### config.mk
export PLATFORM = sky130hd
export DESIGN_NAME = da_gemm_stream
export DESIGN_NICKNAME = d
export VERILOG_FILES = /design/src/rtl/da_gemm_stream.sv
export SDC_FILE = /design/constraint.sdc
export NUM_CORES = 2
export LEC_CHECK = 0
export CAP_MARGIN = 25
export CORE_ASPECT_RATIO = 0.6
export CORE_MARGIN = 2
export CORE_UTILIZATION = 49
export DETAILED_ROUTE_END_ITERATION = 10
export PLACE_DENSITY = 0.78
export SYNTH_ARGS = -nofsm -noshare
export SYNTH_HDL_FRONTEND = slang
export SYNTH_SLANG_ARGS = --single-unit
### constraint.sdc
create_clock -name clk -period 54.5 [get_ports clk]
set_input_delay 10.9 -clock clk [delete_from_list [all_inputs] [get_ports clk]]
set_output_delay 10.9 -clock clk [all_outputs]
set_load 0.02 [all_outputs]
### src/rtl/da_gemm_stream.sv
// Streaming distributed-arithmetic GEMM tile engine.
// A tile A[M][K] x B[K][N] + bias[N] is accepted on a valid/ready port. Each
// B column is folded into a 2^K-entry LUT of partial column sums. Each A row is
// then evaluated bit-serially over DATA_WIDTH_A cycles. The result row is
// rounded, saturated and offered on a valid/ready output port.
// Flat port packing:
//   A[m][k]    at bits (m*K+k)*DATA_WIDTH_A
//   B[k][n]    at bits (k*N+n)*DATA_WIDTH_B
//   bias[n]    at bits n*DATA_WIDTH_bias
//   final_out  element n at bits n*DATA_WIDTH_out
module da_gemm_stream #(
  parameter int DATA_WIDTH_A    = 8,
  parameter int DATA_WIDTH_B    = 8,
  parameter int DATA_WIDTH_bias = 8,
  parameter int DATA_WIDTH_out  = 8,
  parameter int M               = 2,
  parameter int N               = 4,
  parameter int K               = 4,
  parameter int OUT_SHIFT       = 0
) (
  input  logic                                   clk,
  input  logic                                   rst_n,
  input  logic                                   soft_clr,
  input  logic                                   in_valid,
  output logic                                   in_ready,
  input  logic [M*K*DATA_WIDTH_A-1:0]            A,
  input  logic [K*N*DATA_WIDTH_B-1:0]            B,
  input  logic [N*DATA_WIDTH_bias-1:0]           bias,
  input  logic                                   bias_en,
  output logic                                   out_valid,
  input  logic                                   out_ready,
  output logic [((M > 1) ? $clog2(M) : 1)-1:0]   out_row,
  output logic [N*DATA_WIDTH_out-1:0]            final_out,
  output logic                                   sat_flag
);

  localparam int ACC_W = DATA_WIDTH_A + DATA_WIDTH_B + $clog2(K) + 2;
  localparam int RW    = ACC_W + 1;
  localparam int MW    = (M > 1) ? $clog2(M) : 1;
  localparam int TW    = (DATA_WIDTH_A > 1) ? $clog2(DATA_WIDTH_A) : 1;
  localparam int LN    = 1 << K;
  localparam int SH_M1 = (OUT_SHIFT > 0) ? OUT_SHIFT - 1 : 0;

  localparam logic signed [RW-1:0] RND  = (OUT_SHIFT > 0) ? $signed(RW'(64'd1 << SH_M1)) : '0;
  localparam logic signed [RW-1:0] OMAX = $signed(RW'((64'd1 << (DATA_WIDTH_out - 1)) - 64'd1));
  localparam logic signed [RW-1:0] OMIN = ~OMAX;

  typedef enum logic [1:0] {S_IDLE, S_COMPUTE, S_OUTPUT} state_t;

  state_t                       state, state_nxt;
  logic [MW-1:0]                m_cnt;
  logic [TW-1:0]                t_cnt;
  logic [M*K*DATA_WIDTH_A-1:0]  a_reg;
  logic [N*DATA_WIDTH_bias-1:0] bias_reg;
  logic signed [ACC_W-1:0]      lut     [N][LN];
  logic signed [ACC_W-1:0]      lut_nxt [N][LN];
  logic signed [ACC_W-1:0]      term_p0 [N];
  logic signed [ACC_W-1:0]      acc_nxt [N];
  logic signed [ACC_W-1:0]      acc_p1  [N];
  logic [K-1:0]                 addr_p0;
  logic [N*DATA_WIDTH_out-1:0]  fo_nxt;
  logic                         any_sat;
  logic                         accept;
  logic                         last_bit;

  // Round half up, then arithmetic shift right by OUT_SHIFT.
  function automatic logic signed [RW-1:0] round_shift(input logic signed [RW-1:0] r);
    round_shift = (r + RND) >>> OUT_SHIFT;
  endfunction

  // Clamp to the signed output range.
  function automatic logic [DATA_WIDTH_out-1:0] sat_out(input logic signed [RW-1:0] v);
    if (v > OMAX)      sat_out = OMAX[DATA_WIDTH_out-1:0];
    else if (v < OMIN) sat_out = OMIN[DATA_WIDTH_out-1:0];
    else               sat_out = v[DATA_WIDTH_out-1:0];
  endfunction

  // Flag whether a value falls outside the signed output range.
  function automatic logic is_sat(input logic signed [RW-1:0] v);
    is_sat = (v > OMAX) || (v < OMIN);
  endfunction

  assign in_ready = (state == S_IDLE);
  assign accept   = (state == S_IDLE) && in_valid && !soft_clr;
  assign last_bit = (t_cnt == TW'(DATA_WIDTH_A - 1));

  // LUT contents for the presented B: per column, the sum of the selected rows.
  always_comb begin
    for (int n = 0; n < N; n++) begin
      for (int a = 0; a < LN; a++) begin
        logic signed [ACC_W-1:0] s;
        s = '0;
        for (int k = 0; k < K; k++) begin
          if (((a >> k) & 1) == 1)
            s = s + ACC_W'($signed(B[(k*N+n)*DATA_WIDTH_B +: DATA_WIDTH_B]));
        end
        lut_nxt[n][a] = s;
      end
    end
  end

  // ---- stage p0: gather bit t of each A[m][k] into the LUT address ----
  always_comb begin
    addr_p0 = '0;
    for (int k = 0; k < K; k++)
      addr_p0[k] = a_reg[(int'(m_cnt)*K + k)*DATA_WIDTH_A + int'(t_cnt)];
  end

  // Per-column shifted partial term and accumulator update.
  // The top bit carries negative weight in two's complement.
  always_comb begin
    for (int n = 0; n < N; n++) begin
      logic signed [ACC_W-1:0] base;
      term_p0[n] = lut[n][addr_p0] <<< t_cnt;
      base       = (t_cnt == '0) ? '0 : acc_p1[n];
      acc_nxt[n] = last_bit ? (base - term_p0[n]) : (base + term_p0[n]);
    end
  end

  // ---- stage p1: accumulated row feeds bias, rounding and saturation ----
  always_comb begin
    fo_nxt  = '0;
    any_sat = 1'b0;
    for (int n = 0; n < N; n++) begin
      logic signed [RW-1:0] r;
      logic signed [RW-1:0] rs;
      r  = RW'(acc_p1[n]) + RW'($signed(bias_reg[n*DATA_WIDTH_bias +: DATA_WIDTH_bias]));
      rs = round_shift(r);
      fo_nxt[n*DATA_WIDTH_out +: DATA_WIDTH_out] = sat_out(rs);
      any_sat = any_sat | is_sat(rs);
    end
  end

  // Datapath registers: tile capture, LUT build, and bit-serial accumulation.
  always_ff @(posedge clk) begin
    if (accept) begin
      a_reg    <= A;
      bias_reg <= bias_en ? bias : '0;
      for (int n = 0; n < N; n++)
        for (int a = 0; a < LN; a++)
          lut[n][a] <= lut_nxt[n][a];
    end
    for (int n = 0; n < N; n++) begin
      if (soft_clr)                acc_p1[n] <= '0;
      else if (state == S_COMPUTE) acc_p1[n] <= acc_nxt[n];
    end
  end

  // FSM state register.
  always_ff @(posedge clk or negedge rst_n) begin
    if (!rst_n) state <= S_IDLE;
    else        state <= state_nxt;
  end

  // FSM next-state logic; soft_clr overrides every transition.
  always_comb begin
    state_nxt = state;
    if (soft_clr) begin
      state_nxt = S_IDLE;
    end else begin
      case (state)
        S_IDLE:    if (in_valid) state_nxt = S_COMPUTE;
        S_COMPUTE: if (last_bit) state_nxt = S_OUTPUT;
        S_OUTPUT:  if (out_valid && out_ready)
                     state_nxt = (m_cnt == MW'(M - 1)) ? S_IDLE : S_COMPUTE;
        default:   state_nxt = S_IDLE;
      endcase
    end
  end

  // Counters, output row register, and sticky saturation flag.
  always_ff @(posedge clk or negedge rst_n) begin
    if (!rst_n) begin
      m_cnt     <= '0;
      t_cnt     <= '0;
      out_valid <= 1'b0;
      out_row   <= '0;
      final_out <= '0;
      sat_flag  <= 1'b0;
    end else if (soft_clr) begin
      m_cnt     <= '0;
      t_cnt     <= '0;
      out_valid <= 1'b0;
    end else begin
      case (state)
        S_IDLE: begin
          if (in_valid) begin
            m_cnt    <= '0;
            t_cnt    <= '0;
            sat_flag <= 1'b0;
          end
        end
        S_COMPUTE: begin
          t_cnt <= last_bit ? '0 : t_cnt + 1'b1;
        end
        S_OUTPUT: begin
          if (!out_valid) begin
            final_out <= fo_nxt;
            out_row   <= m_cnt;
            out_valid <= 1'b1;
            if (any_sat) sat_flag <= 1'b1;
          end else if (out_ready) begin
            out_valid <= 1'b0;
            t_cnt     <= '0;
            m_cnt     <= (m_cnt == MW'(M - 1)) ? '0 : m_cnt + 1'b1;
          end
        end
        default: ;
      endcase
    end
  end

endmodule

==> impl_results.md <==
* H-tree depth at 3
* Crit path to: lut[0][102]
* Final worst path period need at 14.65 ns
* CP Launch Type: input port
* Fraction of registers with async set/reset at 5.36%
* Initial antenna violation count at 10
* Max Clock Freq at about 68 MHz
* Pwr per Cell Area at between 60 and 70 nW/µm²
* Power, Total at around 3800 µW
* Max-cap check violation count at 0
* Share of the synthesized area in the top cell type at 38.5%
* Count leader, synth: edfxtp_1
* Final setup TNS at 0 ns
* WP data required at 54.87 ns
* Via/cell ratio at 6.40
* Starting Density at between 40% and 50%
* Hold Vio Cnt, Final at 0
* Clock skew at 0.0395 ns
* Synth warn at 0
* Max reg flops at 548
* Die ar. at roughly 120000 µm²
* Place WS at 38.51 ns
* Post-Synth XOR/XNOR Area at 7.13%
* Outcome: finished, final reports clean
* EDFF count, synth at 724
* CP max-delay cell: buf_4
* Syn Area/Cell at between 10 and 15 µm²
* Die width at 442 µm
* Arr. time, crit path at 15.02 ns
* Total GRT Usage at a little under a third
* CTS Buf Count at 78
* Reg area at roughly 23000 µm²
* Post-Syn Nets at 6330
* R2r setup slk at 44.32 ns
* Clock Pin Slew Worst Setup and Hold Paths at 0.07 ns
* Minimum hold slack at 0.481 ns
* Hold Buf Count CTS at 0
* Port Buf Inserts at about 270
* Top cells by count, synth: edfxtp_1, ha_1, a21oi_1
* Core region area at between 100000 and 150000 µm²
* Gr ovfl total at 0
* HP Class: flop to flop
* R2r startpoint: t_cnt[2]
* Drt pass-1 iters at 8
* Die height at 267 µm
* WP buf/inv at 7
* Sequential-to-total area share from yosys stat at 40.3%
* CTS tree: built
* Final nets at 6521
* Number of global-route vias before repair at 44000
* Area of the multi-input gates at 31500 µm²
* Top Ports at 266
* Reg-to-Reg End: acc_p1[0][19]
* Worst reg-to-reg path cell count at 31
* Adder-Cell Fraction of Synth Area at approximately 14%
* Lkg Pwr at 0.0251 µW
* Share of cells above drive strength 1 at 6.10%
* Multiplexer area fraction after synthesis at 4.40%
* Clk_lat worst skew at 0.72 ns
* PostCTS Resize Cnt at 0
* Post-synthesis simple-gate area fraction at 12.0%
* Filler cells at 9653
* First-pass GRT wire length at 276 mm
* Setup violations, final at 0
* Area growth syn-to-layout at 12.3%
* Largest net degree at the start of global routing at 86
* CP dominant cell by count: buf_4
* Fin util at 55.5%
* Final worst slack at 39.85 ns
* Post-Synthesis Cells at 5504
* Slowest stage delay, CP at around 0.76 ns
* Cell family with the largest share of critical-path delay: buffers and inverters
* Count of pins over their slew limit at 0
* Worst setup path category: input port to flop
* CP Capture Type: flop
* Top_reg_cell synth: edfxtp_1
* Hpwl dp at 137 mm
* Clock root cell: clkbuf_16
* Peak supply drop at 0.0422 mV
* CP Depth at 8
* Gpl congestion at 1.03
* Worst setup path startpoint: soft_clr
* Compound-Gate Fraction of Synth Area at 18.1%
* Library cells used by synthesis at 112
* RSZ-0062 raised after global routing: no
* DRC Markers at 0
* Top cells by area, synth: edfxtp_1, ha_1, xnor2_1
* Antenna Nets Post-Route at 0
* Largest family of logic cells by synthesized area: compound AO/OA/AOI/OAI gates
* Worst hold path startpoint: final_out[8]
* DRT iter0 DRCs at approximately 6500
* #FFs+latches synth at 765
* Crit path max fanout at 74
* CTS Sinks at 765
* Setup bufs post-CTS at 0
* Final WL at 187 mm
* Via count at roughly 47000
* Core Rows at 96
* Fin crit share at 26.9%
* Slew margin rel. at 18.7%
* Avg WL per Cell at 25.7 µm
* Clk buf depth at 3
* Dominant cell type by area after synthesis: edfxtp_1
* Crit-path cells: clkdlybuf4s50_1 -> nor2_4 -> buf_4 -> buf_4 -> buf_16 -> buf_4 -> buf_4 -> buf_16
* Mapped Area at 56500 µm²
* Slew @ Worst Pin at 1.22 ns
## cells in the final DEF (no fill, tap or decap), types with 20 or more instances in the layout
cell type,instances
buf_4,75
and3_1,100
a211oi_1,143
nor3_1,131
o21a_1,21
edfxtp_1,724
a21oi_1,511
and4_1,47
a311oi_1,31
o211ai_1,20
nand4_1,25
clkdlybuf4s50_1,264
a21o_1,110
o21bai_1,157
mux2i_1,132
clkbuf_16,78
nand2b_1,29
mux2_2,61
o21ai_0,310
dfrtp_1,38
ha_1,543
nor2b_1,63
xor2_1,109
inv_1,326
a31oi_1,31
nand3_1,137
and2_1,120
nor2_1,264
o22ai_1,22
nor4_1,25
fa_1,52
xnor2_1,351
nand2_1,270
## metrics by stage
stage / instance area [µm²] / std cells
global placement: 60600 / 7128
floorplan: 56500 / 5504
detailed placement: 60600 / 7128
CTS: 63300 / 7267
finish: 63400 / 7279
global route: 63400 / 7276
## routing by layer
layer / vias to the layer above / wire length (µm) / GRT usage (%)
li1: 21000 / - / -
met1: 22300 / 78800 / 43.9
met2: 2901 / 72600 / 42.0
met3: 430 / 29300 / 13.1
met4: 6 / 6240 / 9.49
met5: - / 28 / 0
## cells by family after synthesis
logic type               Yosys count
AND/OR/NAND/NOR                 1304
multiplexers                     218
AO/OA/AOI/OAI                   1596
adder cells (fa/ha/maj)          596
buffers and inverters            565
XOR/XNOR                         460
flip-flops                       765
## power by group
part | switching [µW] | leakage (µW) | internal [µW]
Sequential | 66.1 | 0.00732 | 817
Combinational | 1500 | 0.0164 | 852
Clock | 257 | 0.00128 | 324
Total | 1820 | 0.0251 | 1990
## worst min-delay path by stage
stage / to / slack (ns) / depth (start not counted)
after CTS: final_out[23] / 0.48 / 2
after global routing: final_out[16] / 0.50 / 2
final: final_out[8] / 0.48 / 2
after floorplan: state[1] / 0.50 / 2
after global placement: final_out[16] / 0.47 / 2
after detailed placement: final_out[23] / 0.47 / 2
## worst register-to-register path, delay by kind of cell, from the launching register on
kind / cells / cell delay, ns
AOI/OAI and AO/OA: 13 / 3.72
buffers and inverters: 6 / 2.70
and+or+nand+nor: 7 / 1.63
muxes: 3 / 0.93
DFF: 1 / 0.59
adders and majority gates: 2 / 0.47
## cell type report
class	count	share of cell area (%)
multi-input combinational	4174	49.7
sequential	765	35.9
timing repair buffer	346	5.25
clock buffer	88	3.15
tap	1519	3.00
inverter	330	1.95
clock inverter	51	1.05
antenna	6	0.0237
Note: power is estimated with default switching activity, not from simulation.
